<file path="config.mk">
export PLATFORM = sky130hd
export DESIGN_NAME = pll_underclock_seq
export DESIGN_NICKNAME = d
export VERILOG_FILES = /design/src/rtl/pll_underclock_seq.sv
export SDC_FILE = /design/constraint.sdc
export NUM_CORES = 1
export LEC_CHECK = 0
export BUFFER_PORTS_ARGS = -buffer_cell sky130_fd_sc_hd__buf_4
export CAP_MARGIN = 20
export CORE_AREA = 2 2 82 84
export DETAILED_ROUTE_END_ITERATION = 10
export DIE_AREA = 0 0 84 86
export GPL_ROUTABILITY_DRIVEN = 1
export GPL_TIMING_DRIVEN = 0
export PLACE_DENSITY_LB_ADDON = 0.12
export SKIP_CTS_REPAIR_TIMING = 1
export SLEW_MARGIN = 0
export SYNTH_ARGS = -nofsm -noshare
export SYNTH_HDL_FRONTEND = slang
export SYNTH_SLANG_ARGS = --single-unit
</file>
<file path="constraint.sdc">
create_clock -name clk_sys -period 3.9 [get_ports clk_sys]
set_input_delay 0.585 -clock clk_sys [delete_from_list [all_inputs] [get_ports clk_sys]]
set_output_delay 0.585 -clock clk_sys [all_outputs]
set_load 0.005 [all_outputs]
</file>
<file path="src/rtl/pll_underclock_seq.sv">
// Avalon-MM sequencer that retunes the PLL fractional-K between native and ~1% underclocked.
// Reports the applied mode only after the PLL relocks (or the lock wait times out).
module pll_underclock_seq #(
  parameter logic [31:0] K_NATIVE      = 32'd3639383488,
  parameter logic [31:0] K_UNDER       = 32'd3268298314,
  parameter int          STABLE_CYCLES = 4,
  parameter int          UNLOCK_WAIT   = 1024,
  parameter int          LOCK_TIMEOUT  = 65535
) (
  input  logic        clk_sys,
  input  logic        reset,
  input  logic        underclock_req,
  input  logic        cfg_waitrequest,
  input  logic        pll_locked,
  output logic        cfg_write,
  output logic [5:0]  cfg_address,
  output logic [31:0] cfg_data,
  output logic        busy,
  output logic        underclock_active,
  output logic        cfg_error
);

  localparam int CNT_MAX = (LOCK_TIMEOUT > UNLOCK_WAIT) ? LOCK_TIMEOUT : UNLOCK_WAIT;
  localparam int CNT_W   = $clog2(CNT_MAX + 1);
  localparam int STAB_W  = $clog2(STABLE_CYCLES + 1);

  localparam logic [CNT_W-1:0]  UNLOCK_LAST = CNT_W'(UNLOCK_WAIT - 1);
  localparam logic [CNT_W-1:0]  LOCK_LAST   = CNT_W'(LOCK_TIMEOUT - 1);
  localparam logic [STAB_W-1:0] STAB_MAX    = STAB_W'(STABLE_CYCLES);

  typedef enum logic [2:0] {
    S_IDLE,
    S_WR_MODE,
    S_WR_K,
    S_WR_START,
    S_WAIT_UNLOCK,
    S_WAIT_LOCK
  } state_t;

  state_t             state_q, state_d;
  logic [1:0]         req_sync_q;
  logic [1:0]         lock_sync_q;
  logic               req_prev_q;
  logic [STAB_W-1:0]  stab_cnt_q, stab_cnt_d;
  logic               target_q, target_d;
  logic [CNT_W-1:0]   cnt_q, cnt_d;
  logic               cfg_write_q, cfg_write_d;
  logic [5:0]         cfg_address_q, cfg_address_d;
  logic [31:0]        cfg_data_q, cfg_data_d;
  logic               busy_q, busy_d;
  logic               active_q, active_d;
  logic               error_q, error_d;

  logic req_s, lock_s, pending, wr_done;

  assign req_s   = req_sync_q[1];
  assign lock_s  = lock_sync_q[1];
  assign wr_done = cfg_write_q && !cfg_waitrequest;
  // req_prev_q is the value stab_cnt_q has been counting.
  assign pending = (stab_cnt_q == STAB_MAX) && (req_prev_q != active_q);

  always_ff @(posedge clk_sys or posedge reset) begin
    if (reset) begin
      state_q       <= S_IDLE;
      req_sync_q    <= 2'b00;
      lock_sync_q   <= 2'b00;
      req_prev_q    <= 1'b0;
      stab_cnt_q    <= '0;
      target_q      <= 1'b0;
      cnt_q         <= '0;
      cfg_write_q   <= 1'b0;
      cfg_address_q <= 6'd0;
      cfg_data_q    <= 32'd0;
      busy_q        <= 1'b0;
      active_q      <= 1'b0;
      error_q       <= 1'b0;
    end else begin
      state_q       <= state_d;
      req_sync_q    <= {req_sync_q[0], underclock_req};
      lock_sync_q   <= {lock_sync_q[0], pll_locked};
      req_prev_q    <= req_s;
      stab_cnt_q    <= stab_cnt_d;
      target_q      <= target_d;
      cnt_q         <= cnt_d;
      cfg_write_q   <= cfg_write_d;
      cfg_address_q <= cfg_address_d;
      cfg_data_q    <= cfg_data_d;
      busy_q        <= busy_d;
      active_q      <= active_d;
      error_q       <= error_d;
    end
  end

  always_comb begin
    stab_cnt_d = stab_cnt_q;
    if (req_s != req_prev_q) begin
      stab_cnt_d = STAB_W'(1);
    end else if (stab_cnt_q != STAB_MAX) begin
      stab_cnt_d = stab_cnt_q + STAB_W'(1);
    end
  end

  always_comb begin
    state_d = state_q;
    case (state_q)
      S_IDLE:        if (pending) state_d = S_WR_MODE;
      S_WR_MODE:     if (wr_done) state_d = S_WR_K;
      S_WR_K:        if (wr_done) state_d = S_WR_START;
      S_WR_START:    if (wr_done) state_d = S_WAIT_UNLOCK;
      S_WAIT_UNLOCK: if (!lock_s || cnt_q == UNLOCK_LAST) state_d = S_WAIT_LOCK;
      S_WAIT_LOCK:   if (lock_s || cnt_q == LOCK_LAST) state_d = S_IDLE;
      default:       state_d = S_IDLE;
    endcase
  end

  logic        in_wr;
  logic [5:0]  wr_addr;
  logic [31:0] wr_data;

  always_comb begin
    target_d      = target_q;
    cnt_d         = cnt_q;
    cfg_write_d   = cfg_write_q;
    cfg_address_d = cfg_address_q;
    cfg_data_d    = cfg_data_q;
    busy_d        = busy_q;
    active_d      = active_q;
    error_d       = error_q;
    in_wr         = 1'b0;
    wr_addr       = 6'd0;
    wr_data       = 32'd0;

    case (state_q)
      S_IDLE: begin
        if (pending) begin
          target_d = req_prev_q;
          busy_d   = 1'b1;
        end
      end
      S_WR_MODE: begin
        in_wr   = 1'b1;
        wr_addr = 6'd0;
        wr_data = 32'd0;
      end
      S_WR_K: begin
        in_wr   = 1'b1;
        wr_addr = 6'd7;
        wr_data = target_q ? K_UNDER : K_NATIVE;
      end
      S_WR_START: begin
        in_wr   = 1'b1;
        wr_addr = 6'd2;
        wr_data = 32'd0;
        if (wr_done) cnt_d = '0;
      end
      S_WAIT_UNLOCK: begin
        if (!lock_s || cnt_q == UNLOCK_LAST) cnt_d = '0;
        else cnt_d = cnt_q + CNT_W'(1);
      end
      S_WAIT_LOCK: begin
        if (lock_s) begin
          active_d = target_q;
          busy_d   = 1'b0;
        end else if (cnt_q == LOCK_LAST) begin
          // PLL registers already hold target, so report it even without lock.
          error_d  = 1'b1;
          active_d = target_q;
          busy_d   = 1'b0;
        end else begin
          cnt_d = cnt_q + CNT_W'(1);
        end
      end
      default: ;
    endcase

    // Write strobe rises only from low, giving an idle cycle between transfers.
    if (in_wr) begin
      if (!cfg_write_q) begin
        cfg_write_d   = 1'b1;
        cfg_address_d = wr_addr;
        cfg_data_d    = wr_data;
      end else if (!cfg_waitrequest) begin
        cfg_write_d = 1'b0;
      end
    end
  end

  assign cfg_write         = cfg_write_q;
  assign cfg_address       = cfg_address_q;
  assign cfg_data          = cfg_data_q;
  assign busy              = busy_q;
  assign underclock_active = active_q;
  assign cfg_error         = error_q;

endmodule
</file>
==> flow_metrics.tcl, run 1 <==
set metrics [dict create \
    slowest_delay_ns 0.42 \
    worstHoldPathType "reg2reg" \
    viasPerCell 4.72 \
    peakVddDrop_v 0.000273 \
    layout-drive-gt1-share_pct 31.3 \
    rows 29 \
    cp.required_ns 4.08 \
    h-tree-depth 2 \
    layout.nets 286 \
    grt_pass1_vias 1574 \
    fmax_ghz 0.472 \
    syn_area_um2 2150 \
    cp.arrival_ns 2.31 \
    yosysWarnings 0 \
    overflow 0 \
    place_area_um2 2540 \
    grt_max_degree 38 \
    syn_inst 225 \
    end_kind "flop" \
    core_area_um2 6280 \
    ys_seq_elements 37 \
    clkTransAtPathRegs_ns 0.09 \
    yosysSeqAreaShare_pct 43.0 \
    powerDensity_nw_per_um2 597 \
    cts_buffer_depth 2 \
    fin_area_um2 2660 \
    maxCapViolations 0 \
    die_h_um 86 \
    path_cells "ha_1 -> and4_1 -> nand4_1 -> and4_1 -> nor2b_1 -> buf_4 -> nor2_1" \
    area_delta_synth_final_pct 23.5 \
    start_kind "flop" \
    final_common_cell "buf_4" \
    avgSynthCellArea_um2 9.56 \
    crit_top_cell "and4_1" \
    finalSetupViolations 0 \
    drtIter0Drc 88 \
    final_max_slew_viol_count 0 \
    diodes 0 \
    ys.flop_type "dfrtp_1" \
    clock_sinks 37 \
    dp_hpwl_um 3070 \
    hold_violations 0 \
    ios 47 \
    slew_headroom_pct 48.5 \
    critical_path.top_delay_family "simple AND/OR/NAND/NOR gates" \
    drcViolationCount 0 \
    fp.dieW_um 84 \
    fin_crit_ns 2.12 \
    track_usage_pct 12.8 \
    port_buffers 32 \
    final_cell_mix "buf_4, dfrtp_1, nor2_1" \
    rsz0062_at_grt "false" \
    clk_latency_ns 0.30 \
    wl_per_cell_um 12.0 \
    root_buffer "clkbuf_8" \
    antenna_found_initial 0 \
    postRouteAntennaNets 0 \
    path_class "reg2reg" \
    crit_slowest_cell "dfrtp_1" \
    gp_congestion 0.805 \
    crit_buf_inv 1 \
    dr.pass1.iters 4 \
    crit_path_max_fanout 10 \
    synth_cell_type_count 44 \
    dieArea_um2 7220 \
    r2r_slack_ns 1.78 \
    finalCritPeriodShare_pct 54.4 \
    drt-total-wl_um 4250 \
    grt_pass1_wl_um 7490 \
    fin_setup_tns_ns 0 \
    cts_made_buffers 5 \
    outcome "finished clean" \
    vias 1674 \
    p_leak_uw 0.00129 \
    tightest_slew_ns 0.771 \
    holdWs_ns 0.352 \
    cts_tree "done" \
    synth-edff-count 0 \
    worst_clock_skew_ns 0.0143 \
    ys_async_sr_fraction_pct 100 \
    initial_utilization_pct 34.3 \
]
[per-layer routing]
layer | up-vias | track usage, % | share of wire [%]
met2 | 43 | 18.9 | 42
met4 | 0 | 5.72 | 2.0
li1 | 850 | - | -
met1 | 774 | 18.1 | 51
met3 | 7 | 2.69 | 5.3
met5 | - | 0 | 0
[synth_stat cells, types with 2 or more instances]
library cell	n	area (um2)
a21o_1	2	15.0
a21oi_1	9	45.0
and3_1	2	12.5
and4_1	4	35.0
buf_2	3	15.0
buf_4	34	255
clkbuf_1	2	7.51
dfrtp_1	37	926
ha_1	4	50.1
inv_1	7	26.3
mux2_2	3	33.8
nand2_1	14	52.6
nand2b_1	3	18.8
nand3_1	7	35.0
nand4_1	7	43.8
nor2_1	21	78.8
nor2b_1	2	12.5
nor3_1	9	45.0
nor3b_1	2	15.0
nor4_1	9	56.3
o21ai_0	8	40.0
o2bb2ai_1	2	17.5
xnor2_1	11	96.3
xor2_1	3	26.3
[worst register-to-register path, stage by stage, from the launching register on]
cell and delay (ns):
dfrtp_1 0.42, ha_1 0.27, and4_1 0.27, nand4_1 0.12, and4_1 0.25, nor2b_1 0.35, buf_4 0.25, nor2_1 0.06
[area by class of cell]
class,instances,area [um2]
fillers,639,3620
multi-input cells,155,970
flip-flops and latches,37,926
plain buffers,39,278
repair buffers,32,240
well taps,77,96.3
clock buffers,6,82.6
clock inverters,2,37.5
inverters,7,26.3
[power breakdown]
group	leakage, uW	switching, uW	internal (uW)
registers	0.000482	91.5	460
logic	0.000748	282	396
clock network	0.0000574	149	208
[per-stage QoR]
stage	instances	power (uW)	util, %	setup slack, ns
after CTS	355	1610	42.3	1.75
after floorplan	238	960	-	2.12
final	355	1590	42.3	1.78
after global routing	355	1710	42.3	1.61
after global placement	347	1240	40.4	1.76
after detailed placement	347	1250	40.4	1.78
[state kept, by name, indices dropped and copies added (netlist names)]
name and cells:
underclock_active 1, busy 1, state_q 3, lock_sync_q 2
stab_cnt_q 3, req_prev_q 1, target_q 1, cfg_error 1
cfg_address 2, cfg_write 1, cnt_q 16, cfg_data 3
req_sync_q 2
[cell families after synthesis]
logic type	count (synthesis)	share of synthesized area [%]
AOI/OAI and AO/OA	30	9.08
xor gates and xnor gates	14	5.70
adders and majority gates	4	2.33
buffers and inverters	46	14.1
DFF	37	43.0
muxes	4	2.04
other	1	0.174
and+or+nand+nor	89	23.5
[worst paths after layout]
kind,depth (start not counted),start,endpoint
setup / recovery,7,cnt_q[0]$_DFFE_PP0P_,cnt_q[10]$_DFFE_PP0P_
setup reg to reg,7,cnt_q[0]$_DFFE_PP0P_,cnt_q[10]$_DFFE_PP0P_
hold reg to reg,0,lock_sync_q[0]$_DFF_PP0_,lock_sync_q[1]$_DFF_PP0_
max in group asynchronous,2,reset,cfg_data[25]$_DFFE_PP0P_
hold / removal,0,lock_sync_q[0]$_DFF_PP0_,lock_sync_q[1]$_DFF_PP0_
min in group asynchronous,2,reset,cnt_q[8]$_DFFE_PP0P_
Power figures use the tool's default switching activity.
==> run 2: changes to the inputs <==
- clock period: 3.9 -> 2.1 ns (I/O delays scaled with it)
==> flow_metrics.tcl, run 2 (same netlist as run 1, synthesis figures left out) <==
set metrics [dict create \
    postRouteAntennaNets 0 \
    cp.required_ns 2.28 \
    layout.cells.non_filler 356 \
    initial_utilization_pct 34.3 \
    tightest_slew_ns 0.771 \
    clock_sinks 37 \
    root_buffer "clkbuf_8" \
    dr.pass1.iters 4 \
    finalPower_uw 2950 \
    outcome "finished clean" \
    cts_buffer_depth 2 \
    grt_pass1_wl_um 7490 \
    crit_path_max_fanout 7 \
    post-place-cells 347 \
    grt_max_degree 38 \
    grt-busiest-layer "met2" \
    regMostFlops "cnt_q" \
    final_core_util_pct 42.7 \
    maxCapViolations 0 \
    vias 1693 \
    largest_reg_flops 16 \
    rows 29 \
    final_max_slew_viol_count 0 \
    fin_area_um2 2680 \
    overflow 0 \
    path_class "reg2reg" \
    power.share.clock_pct 22.4 \
    peakVddDrop_v 0.000499 \
    drt-total-wl_um 4300 \
    wl_per_cell_um 12.1 \
    finalSetupViolations 0 \
    core_area_um2 6280 \
    h-tree-depth 2 \
    diodes 0 \
    final_common_cell "buf_4" \
    finalCritPeriodShare_pct 93.8 \
    dieArea_um2 7220 \
    worst_clock_skew_ns 0.0135 \
    layout-drive-gt1-share_pct 32.6 \
    switching_share_pct 32.9 \
    die_h_um 86 \
    start_kind "flop" \
    cts_tree "done" \
    place_area_um2 2540 \
    slew_headroom_pct 48.5 \
    dp_hpwl_um 3070 \
    power_frac_seq_pct 34.6 \
    p_leak_uw 0.00129 \
    use_met1_pct 18.1 \
    track_usage_pct 12.8 \
    n_fill_cell 642 \
    clk_latency_ns 0.30 \
    powerDensity_nw_per_um2 1100 \
    port_buffers 32 \
    gp_congestion 0.805 \
    antenna_found_initial 0 \
    end_kind "flop" \
    fin_crit_ns 1.97 \
    final_cell_mix "buf_4, dfrtp_1, nor2_1" \
    fmax_ghz 0.508 \
    grt_pass1_vias 1574 \
    drtIter0Drc 98 \
    grtUsageMet3_pct 2.69 \
    drcViolationCount 0 \
    worstHoldPathType "in2reg" \
    cp.arrival_ns 2.15 \
    hold_violations 0 \
    ios 47 \
    rsz0062_at_grt "false" \
    fp.dieW_um 84 \
    viasPerCell 4.76 \
    combPwrFrac_pct 43.0 \
    p_int_uw 1980 \
    area_delta_synth_final_pct 24.6 \
    p_switching_uw 972 \
    grt_use_met2_pct 18.9 \
    layout.nets 287 \
    clkTransAtPathRegs_ns 0.09 \
    cts_made_buffers 5 \
]
-- run 2: worst paths after layout --
kind | slack [ns] | depth (start not counted) | to | startpoint
setup / recovery | 0.13 | 4 | underclock_active$_DFFE_PP0P_ | cnt_q[2]$_DFFE_PP0P_
hold / removal | 0.12 | 1 | lock_sync_q[0]$_DFF_PP0_ | pll_locked
setup reg to reg | 0.13 | 4 | underclock_active$_DFFE_PP0P_ | cnt_q[2]$_DFFE_PP0P_
hold reg to reg | 0.35 | 0 | lock_sync_q[1]$_DFF_PP0_ | lock_sync_q[0]$_DFF_PP0_
max in group asynchronous | 1.45 | 2 | cfg_data[25]$_DFFE_PP0P_ | reset
min in group asynchronous | 0.16 | 2 | cnt_q[8]$_DFFE_PP0P_ | reset
-- run 2: stage by stage --
step / hold slack, ns / setup TNS (ns) / setup WS [ns]
after floorplan: 0.331 / 0 / 0.320
after global placement: 0.331 / -0.380 / -0.0411
after detailed placement: 0.337 / -0.202 / -0.0245
after CTS: 0.111 / -0.468 / -0.0546
after global routing: 0.109 / 0 / 0.0218
final: 0.124 / 0 / 0.130
-- run 2: power by group through the flow --
stage / Combinational [uW] / Clock (uW) / Sequential (uW)
6_report: 1270 / 661 / 1020
5_1_grt: 1420 / 706 / 1060
4_1_cts: 1280 / 678 / 1030
3_5_place_dp: 1280 / 0 / 1040
3_3_place_gp: 1270 / 0 / 1040
2_1_floorplan: 779 / 0 / 1000
-- run 2: per-layer routing --
metal	share of wire (%)	routed length, um	up-vias
met5	0	0	-
met4	1.6	70	0
met3	4.9	212	5
met2	43	1830	40
met1	51	2190	798
li1	-	-	850
-- run 2: cell type report --
| cell class | instances | area, um2 | share of cell area, % |
|---|---|---|---|
| plain buffers | 39 | 278 | 10.4 |
| clock buffers | 6 | 82.6 | 3.08 |
| clock inverters | 2 | 37.5 | 1.40 |
| inverters | 7 | 26.3 | 0.980 |
| multi-input cells | 155 | 986 | 36.8 |
| flip-flops and latches | 37 | 926 | 34.5 |
| well taps | 77 | 96.3 | 3.59 |
| repair buffers | 33 | 248 | 9.24 |
-- run 2: worst max-delay path, stage by stage, from the launching register on --
cell and delay [ns]:
dfrtp_1 0.48, nand4_1 0.31, nor4_1 0.59, o21bai_1 0.17
mux2_2 0.30
==> run 3: changes to the inputs <==
- CORE_AREA: 2 2 82 84 -> 2 2 73 75
- CTS_CLUSTER_SIZE: not set -> 14
- DIE_AREA: 0 0 84 86 -> 0 0 75 77
==> flow_metrics.tcl, run 3 (same netlist as run 1, synthesis figures left out) <==
set metrics [dict create \
    outcome "finished clean" \
    area_delta_synth_final_pct 22.5 \
    initial_utilization_pct 43.2 \
    clock_sinks 37 \
    n_fill_cell 492 \
    worstHoldPathType "in2reg" \
    drtIter0Drc 93 \
    gp_congestion 0.857 \
    viasPerCell 4.74 \
    clkTransAtPathRegs_ns 0.08 \
    drt-total-wl_um 4130 \
    die_h_um 77 \
    wl_per_cell_um 11.9 \
    maxCapViolations 0 \
    rsz0062_at_grt "false" \
    peakVddDrop_v 0.000430 \
    regMostFlops "cnt_q" \
    crit_path_max_fanout 5 \
    cp.required_ns 2.29 \
    final_common_cell "buf_4" \
    final_core_util_pct 52.9 \
    finalPower_uw 2820 \
    postRouteAntennaNets 0 \
    grt_max_degree 38 \
    path_class "reg2reg" \
    place_area_um2 2530 \
    path_cells "inv_1 -> ha_1 -> nand4b_1 -> or4_4 -> o211ai_2 -> xor2_1 -> nor2_1" \
    start_kind "flop" \
    finalSetupViolations 0 \
    tightest_slew_ns 0.775 \
    cts_buffer_depth 2 \
    power_frac_seq_pct 36.2 \
    cts_made_buffers 5 \
    layout.nets 286 \
    crit_slowest_cell "or4_4" \
    cts_tree "done" \
    clk_latency_ns 0.29 \
    largest_reg_flops 16 \
    port_buffers 32 \
    slew_headroom_pct 48.2 \
    dieArea_um2 5780 \
    fp.dieW_um 75 \
    power.share.clock_pct 18.1 \
    layout-drive-gt1-share_pct 32.4 \
    switching_share_pct 34.8 \
    final_max_slew_viol_count 0 \
    dr.pass1.iters 4 \
    vias 1650 \
    worst_clock_skew_ns 0.00678 \
    h-tree-depth 2 \
    core_area_um2 4980 \
    diodes 0 \
    hold_violations 0 \
    fin_area_um2 2630 \
    end_kind "flop" \
    combPwrFrac_pct 45.7 \
    grt_pass1_wl_um 6950 \
    root_buffer "clkbuf_8" \
    grt_pass1_vias 1489 \
    slowest_delay_ns 0.57 \
    fmax_ghz 0.513 \
    finalCritPeriodShare_pct 92.8 \
    rows 26 \
    dp_hpwl_um 3000 \
    p_leak_uw 0.00127 \
    powerDensity_nw_per_um2 1070 \
    fin_setup_tns_ns 0 \
    p_int_uw 1840 \
    holdWs_ns 0.124 \
    drcViolationCount 0 \
    cp.arrival_ns 2.13 \
    p_switching_uw 979 \
    final_cell_mix "buf_4, dfrtp_1, nor2_1" \
    antenna_found_initial 0 \
    track_usage_pct 15.3 \
    overflow 0 \
    ios 47 \
    fin_crit_ns 1.95 \
]
==> run 3: layout make-up <==
| cell class | count | area [um2] | area share, % |
|---|---|---|---|
| clock buffer | 5 | 68.8 | 2.61 |
| tap | 70 | 87.6 | 3.33 |
| sequential | 37 | 926 | 35.2 |
| buffer | 39 | 278 | 10.5 |
| timing repair buffer | 32 | 240 | 9.12 |
| multi-input combinational | 155 | 986 | 37.4 |
| inverter | 7 | 26.3 | 0.998 |
| clock inverter | 3 | 21.3 | 0.808 |
==> run 3: final timing paths <==
check,startpoint,endpoint,slack [ns],depth (start not counted)
setup / recovery,cnt_q[0]$_DFFE_PP0P_,cnt_q[2]$_DFFE_PP0P_,0.15,7
hold / removal,pll_locked,lock_sync_q[0]$_DFF_PP0_,0.12,1
setup reg to reg,cnt_q[0]$_DFFE_PP0P_,cnt_q[2]$_DFFE_PP0P_,0.15,7
hold reg to reg,req_sync_q[0]$_DFF_PP0_,req_sync_q[1]$_DFF_PP0_,0.35,0
max in group asynchronous,reset,cnt_q[7]$_DFFE_PP0P_,1.44,2
min in group asynchronous,reset,cnt_q[13]$_DFFE_PP0P_,0.17,2
==> run 3: power groups by stage <==
stage / clock (uW) / sequential [uW] / combinational [uW]
CTS: 530 / 1020 / 1280
floorplan: 0 / 1000 / 779
global placement: 0 / 1030 / 1260
finish: 510 / 1020 / 1290
global route: 557 / 1050 / 1440
detailed placement: 0 / 1030 / 1280
==> run 3: critical path, delay by kind of cell, from the launching register on <==
family	cells	cell delay, ns
and+or+nand+nor	3	0.80
AOI/OAI and AO/OA	1	0.21
buffers and inverters	1	0.07
xor gates and xnor gates	1	0.17
DFF	1	0.43
adders and majority gates	1	0.17
==> run 3: per-layer routing <==
layer | GRT usage [%] | part of all wire, % | routed length, um | vias to the layer above
met1 | 21.9 | 50 | 2080 | 752
met5 | 0 | 0 | 0 | -
met3 | 4.07 | 4.8 | 199 | 5
met4 | 3.75 | 1.2 | 48 | 0
li1 | - | - | - | 849
met2 | 23.0 | 44 | 1810 | 44
==> run 3: through the flow <==
step | cells | setup WS [ns]
6_report | 348 | 0.150
4_1_cts | 348 | -0.0436
3_5_place_dp | 340 | -0.0205
3_3_place_gp | 340 | -0.00506
5_1_grt | 348 | 0.0212
2_1_floorplan | 238 | 0.320
